===== src/rtl/lfsr_pkg.sv =====
// lfsr_pkg: shared definitions for the LFSR noise generator family.
//   - DEFAULT_SEED   : nonzero start value used when no seed is given
//   - default_taps() : maximal-length Fibonacci tap masks for widths 3..32
//   - lfsr_step()    : one Fibonacci shift on a 32-bit container; callers
//                      zero-extend their state and truncate the result
package lfsr_pkg;

  typedef logic [31:0] lfsr_word_t;

  localparam lfsr_word_t DEFAULT_SEED = 32'd1;
  localparam int         MIN_WIDTH    = 3;
  localparam int         MAX_WIDTH    = 32;

  // Bit i of a mask set means state[i] feeds the new bit 0.
  function automatic lfsr_word_t default_taps(input int width);
    lfsr_word_t t;
    case (width)
      3:       t = 32'h0000_0006;
      4:       t = 32'h0000_000C;
      5:       t = 32'h0000_0014;
      6:       t = 32'h0000_0030;
      7:       t = 32'h0000_0060;
      8:       t = 32'h0000_00B8;
      9:       t = 32'h0000_0110;
      10:      t = 32'h0000_0240;
      11:      t = 32'h0000_0500;
      12:      t = 32'h0000_0829;
      13:      t = 32'h0000_100D;
      14:      t = 32'h0000_2015;
      15:      t = 32'h0000_6000;
      16:      t = 32'h0000_D008;
      17:      t = 32'h0001_2000;
      18:      t = 32'h0002_0400;
      19:      t = 32'h0004_0023;
      20:      t = 32'h0009_0000;
      21:      t = 32'h0014_0000;
      22:      t = 32'h0030_0000;
      23:      t = 32'h0042_0000;
      24:      t = 32'h00E1_0000;
      25:      t = 32'h0120_0000;
      26:      t = 32'h0200_0023;
      27:      t = 32'h0400_0013;
      28:      t = 32'h0900_0000;
      29:      t = 32'h1400_0000;
      30:      t = 32'h2000_0029;
      31:      t = 32'h4800_0000;
      32:      t = 32'h8020_0003;
      default: t = 32'h0000_0000;
    endcase
    return t;
  endfunction

  // Shift up by one and insert the parity of the tapped bits at bit 0.
  // The bit shifted out of the top of a narrow state lands above WIDTH
  // and is dropped by the caller's truncation.
  function automatic lfsr_word_t lfsr_step(input lfsr_word_t state,
                                           input lfsr_word_t taps);
    return {state[30:0], ^(state & taps)};
  endfunction

endpackage


===== src/rtl/lfsr_multi_step.sv =====
// lfsr_multi_step: purely combinational SHIFTS-fold unrolled LFSR advance.
// Ports:
//   state_in  (in,  WIDTH) current LFSR state
//   state_out (out, WIDTH) state after SHIFTS single steps
module lfsr_multi_step
  import lfsr_pkg::*;
#(
  parameter int         WIDTH  = 8,
  parameter lfsr_word_t TAPS   = 32'h0000_00B8,
  parameter int         SHIFTS = 1
) (
  input  logic [WIDTH-1:0] state_in,
  output logic [WIDTH-1:0] state_out
);

  logic [WIDTH-1:0] chain [SHIFTS+1];

  assign chain[0] = state_in;

  for (genvar i = 0; i < SHIFTS; i++) begin : g_step
    assign chain[i+1] = WIDTH'(lfsr_step(lfsr_word_t'(chain[i]), TAPS));
  end

  assign state_out = chain[SHIFTS];

endmodule


===== src/rtl/lfsr_noise_gen.sv =====
// lfsr_noise_gen: parametrised Fibonacci LFSR pseudo-noise source with a
// valid/ready output stream, runtime seed load and zero-seed protection.
// Ports:
//   clock       (in)         system clock
//   reset_b     (in)         asynchronous active-low reset
//   enable      (in)         gates the generator; out_valid follows one cycle later
//   load        (in)         seed load strobe
//   seed        (in,  WIDTH) seed value sampled when load=1
//   out_data    (out, WIDTH) current LFSR state
//   out_valid   (out)        out_data is available
//   out_ready   (in)         downstream accepts out_data
//   seed_fixed  (out)        one-cycle pulse: a zero seed was replaced
// Optional (macro LFSR_PERIOD_MON_EN):
//   period_done (out)        pulses when the state returns to its start value
//   step_count  (out, 32)    single steps since the last reset/load
module lfsr_noise_gen
  import lfsr_pkg::*;
#(
  parameter int         WIDTH      = 8,
  parameter lfsr_word_t TAPS       = 32'h0000_00B8,
  parameter int         SHIFTS     = 1,
  parameter lfsr_word_t RESET_SEED = DEFAULT_SEED
) (
  input  logic             clock,
  input  logic             reset_b,
  input  logic             enable,
  input  logic             load,
  input  logic [WIDTH-1:0] seed,
  output logic [WIDTH-1:0] out_data,
  output logic             out_valid,
  input  logic             out_ready,
  output logic             seed_fixed
`ifdef LFSR_PERIOD_MON_EN
  ,
  output logic             period_done,
  output logic [31:0]      step_count
`endif
);

  localparam logic [WIDTH-1:0] TAPS_W = TAPS[WIDTH-1:0];
  localparam logic [WIDTH-1:0] SEED_W = RESET_SEED[WIDTH-1:0];

  // Configuration sanity: a mask without the top bit shortens the register
  // and a zero mask or zero reset seed locks the generator at zero.
  if (WIDTH < MIN_WIDTH || WIDTH > MAX_WIDTH) begin : g_bad_width
    $error("lfsr_noise_gen: WIDTH out of range 3..32");
  end
  if (SHIFTS < 1 || SHIFTS > WIDTH) begin : g_bad_shifts
    $error("lfsr_noise_gen: SHIFTS out of range 1..WIDTH");
  end
  if (TAPS_W == '0 || !TAPS_W[WIDTH-1]) begin : g_bad_taps
    $error("lfsr_noise_gen: TAPS must be nonzero with bit WIDTH-1 set");
  end
  if (SEED_W == '0) begin : g_bad_seed
    $error("lfsr_noise_gen: RESET_SEED must be nonzero");
  end

  logic [WIDTH-1:0] state_q;
  logic [WIDTH-1:0] advanced;
  logic             transfer;
  logic             seed_zero;
  logic [WIDTH-1:0] load_value;

  lfsr_multi_step #(
    .WIDTH  (WIDTH),
    .TAPS   (lfsr_word_t'(TAPS_W)),
    .SHIFTS (SHIFTS)
  ) u_multi_step (
    .state_in  (state_q),
    .state_out (advanced)
  );

  assign transfer   = out_valid && out_ready;
  assign seed_zero  = (seed == '0);
  assign load_value = seed_zero ? SEED_W : seed;
  assign out_data   = state_q;

  // Load wins over a coinciding transfer: the word on out_data is still
  // consumed downstream, but the register takes the seed instead of the
  // advanced value. The state only moves on an accepted word, so a low
  // enable freezes it once out_valid has dropped.
  always_ff @(posedge clock or negedge reset_b) begin
    if (!reset_b) begin
      state_q    <= SEED_W;
      out_valid  <= 1'b0;
      seed_fixed <= 1'b0;
    end else begin
      out_valid  <= enable;
      seed_fixed <= load && seed_zero;
      if (load) begin
        state_q <= load_value;
      end else if (transfer) begin
        state_q <= advanced;
      end
    end
  end

`ifdef LFSR_PERIOD_MON_EN
  logic [WIDTH-1:0] start_q;

  // The start value is whatever the register was last forced to; a word
  // boundary that lands back on it marks a completed period.
  always_ff @(posedge clock or negedge reset_b) begin
    if (!reset_b) begin
      start_q     <= SEED_W;
      step_count  <= 32'd0;
      period_done <= 1'b0;
    end else begin
      period_done <= 1'b0;
      if (load) begin
        start_q    <= load_value;
        step_count <= 32'd0;
      end else if (transfer) begin
        step_count  <= step_count + 32'(SHIFTS);
        period_done <= (advanced == start_q);
      end
    end
  end
`endif

endmodule


===== config.mk =====
export PLATFORM = sky130hd
export DESIGN_NAME = lfsr_noise_gen
export DESIGN_NICKNAME = d
export VERILOG_FILES = /design/src/rtl/lfsr_pkg.sv /design/src/rtl/lfsr_multi_step.sv /design/src/rtl/lfsr_noise_gen.sv
export SDC_FILE = /design/constraint.sdc
export NUM_CORES = 1
export LEC_CHECK = 0
export BUFFER_PORTS_ARGS = -buffer_cell sky130_fd_sc_hd__buf_4
export CAP_MARGIN = 10
export CORE_AREA = 2 2 39 41
export DETAILED_ROUTE_END_ITERATION = 7
export DIE_AREA = 0 0 41 43
export REMOVE_ABC_BUFFERS = 1
export SYNTH_ARGS = -nofsm -noshare
export SYNTH_HDL_FRONTEND = slang
export SYNTH_SLANG_ARGS = --single-unit

===== constraint.sdc =====
create_clock -name clock -period 2.43 [get_ports clock]
set_clock_uncertainty 0.2 [all_clocks]
set_input_delay 0.3645 -clock clock [delete_from_list [all_inputs] [get_ports clock]]
set_output_delay 0.3645 -clock clock [all_outputs]
set_load 0.02 [all_outputs]

==> reports/results.txt <==
Hold Path Sink: out_data[3]
Post-DP Area: 657 sq um
Worst r2r path cells: 3
Initial antenna violation count: 0
Worst R2R End: out_data[0]
Worst-path cell chain: buf_4
Clk sinks: 10
Largest family of logic cells by synthesized area: multiplexers
Worst Max-Slew Pin Slew: 0.367 ns
Die width: 41 um
TNS Setup: 0 ns
Crit path DAT: 0.96 ns
Syn_area_per_cell: 10.7 sq um
Synth Area in XOR/XNOR: 7.03%
Maximum number of pins on one net before global-route repair: 19
Post-Synth Simple-Gate Area: 12.2%
DRC: 0
Cell internal pwr: 333 uW
Post-CTS Hold Buffers: 2
CP bufs+invs: 1
Filler Cells Inserted: 138
DR iter-0 viols: 6
Overall Global Routing Usage: 13.7%
Sequential area share after synthesis: 52.3%
Area growth, synth to finish: 48.4%
Num rows: 14
Final nets: 85
Top delay family on crit path: flip-flops
Root buffer cell: clkbuf_4
Multiplexer share of the synthesized area: 14.6%
Worst-path fanout max: 3
Final wirelength: 1.06 mm
CTS clk-pin slew, worst paths: 0.07 ns
Drt pass-1 iters: 4
CTS resizes: 0
Slew HR: 75.3%
Sequential power share: 43.2%
Commonest non-fill, non-tap cell in the layout: buf_4
# setup viols final: 0
Final cell area excluding filler cells: 713 sq um
Commonest non-fill, non-tap cells in the layout: buf_4, dfrtp_1, nand2_1
Fmax: 655 MHz
Post-synthesis compound-gate area fraction: 11.2%
Sw power: 130 uW
Crit Path Category: reg -> out
Reg2Reg Setup Slack: 1.16 ns
Final Critical Period: 1.53 ns
Endpoint type of the worst setup path: output port
Yosys cell types: 17
Share of layout cells above drive strength 1: 40.8%
TritonCTS clock tree: yes
Via count: 425
Flops & latches, synth: 10
Clk_lat worst skew: 0.27 ns
Register area: 251 sq um
Core ar.: 1380 sq um
Detail-routed via count per cell: 4.89
RSZ-0062 raised after global routing: no
Slew Viols, Final: 0
Clock power frac: 32.8%
Diodes inserted: 0
Final core occ: 51.5%
Postcts setup bufs: 0
Die area: 1760 sq um
Final period utilization: 62.9%
Sw frac: 28.0%
Synthesized-area fraction occupied by adder cells: 0%
Initial Util: 34.7%
Avg WL per Cell: 12.1 um
H-tree Lvls: 1
Startpoint types: flip-flop
IO Port Bufs: 22
Gr ovfl total: 0
Min-delay src: seed[3]
Synthesized cell area: 480 sq um
Power per Cell Area: 648 nW/um^2
P_leak: 0.000377 uW
Inserted Clock Buffers: 3
Logic pwr share: 24.0%
Final Power: 462 uW
Hold path depth: 3
Max rail drop VDD: 0.343 mV
Vias in the first global route: 375
DIE HEIGHT: 43 um
GPL Wtd Cong: 0.655
Crit Reg-Reg Startpoint: out_data[5]
Levels on crit path: 1
Final hold violations: 0
Status: complete, no violations
Io pins: 23
Hpwl dp: 775 um
Clk buf depth: 2
Critical Path RT: 1.87 ns
Warnings from Yosys: 0
Area of the multi-input gates: 216 sq um
Final ANT Viol Nets: 0
Hold Path Class: in -> reg
Global-route wire length before repair: 1.55 mm
Critical Path Slowest Stage Cell: dfstp_2
CP max stage delay: 0.55 ns
Syn Inst Count: 45
Hold slack: 0.107 ns
Max-Cap Viols: 0
[area by class of cell]
class                           count  share of cell area, %
Multi-Input combinational cell     32                   30.4
Clock buffer                        4                   5.09
Tap cell                           16                   2.81
Inverter                            1                  0.526
Timing Repair Buffer               24                   26.0
Sequential cell                    10                   35.3
[power by group through the flow]
| stage | clock (uW) | combinational (uW) | sequential (uW) |
|---|---|---|---|
| final | 151 | 111 | 200 |
| after global routing | 160 | 121 | 202 |
| after CTS | 156 | 113 | 200 |
| after detailed placement | 0 | 110 | 203 |
| after global placement | 0 | 109 | 203 |
| after floorplan | 0 | 37.6 | 220 |
[how the worst max path moves through the flow]
stage / start / to / slack (ns)
after floorplan: out_data[5] / out_data[0] / 1.09
after global placement: seed[2] / out_data[0] / 0.95
after detailed placement: seed[2] / out_data[0] / 0.97
after CTS: out_data[0] / out_data[0] / 0.90
after global routing: out_data[0] / out_data[0] / 0.88
final: out_data[0] / out_data[0] / 0.90
[flip-flops by register name, summed over array words and instances, names as in the netlist]
| name | count |
|---|---|
| out_data | 8 |
| seed_fixed | 1 |
| out_valid | 1 |
[per-layer routing]
layer	up-vias	part of all wire, %	global-route usage, %
met2	25	43	18.1
met5	-	0	0
met1	189	43	17.7
met4	0	3.6	12.0
li1	207	-	-
met3	4	11	3.14
[logic make-up (layout without fill, tap and decap cells)]
family,after synthesis,after routing
DFF,10,10
and+or+nand+nor,13,13
AOI/OAI and AO/OA,9,9
muxes,7,7
xor gates and xnor gates,3,3
buffers and inverters,3,29
[through the flow]
stage               instances  setup WS, ns
detailed placement         81         0.972
floorplan                  43          1.09
global route               87         0.883
finish                     87         0.903
global placement           81         0.955
CTS                        87         0.895
[synth_stat cells]
cell	count	area, sq um
buf_2	1	5.00
nor2_1	1	3.75
a211o_1	1	8.76
and3_1	1	6.26
mux2i_1	7	70.1
dfrtp_1	9	225
o21ai_0	7	35.0
clkbuf_1	1	3.75
xor2_1	1	8.76
o311a_1	1	10.0
inv_1	1	3.75
xnor2_2	1	16.3
xnor2_1	1	8.76
nand2_1	8	30.0
nor4_1	2	12.5
dfstp_2	1	26.3
nand2_2	1	6.26
(Power assumes the default switching activity.)
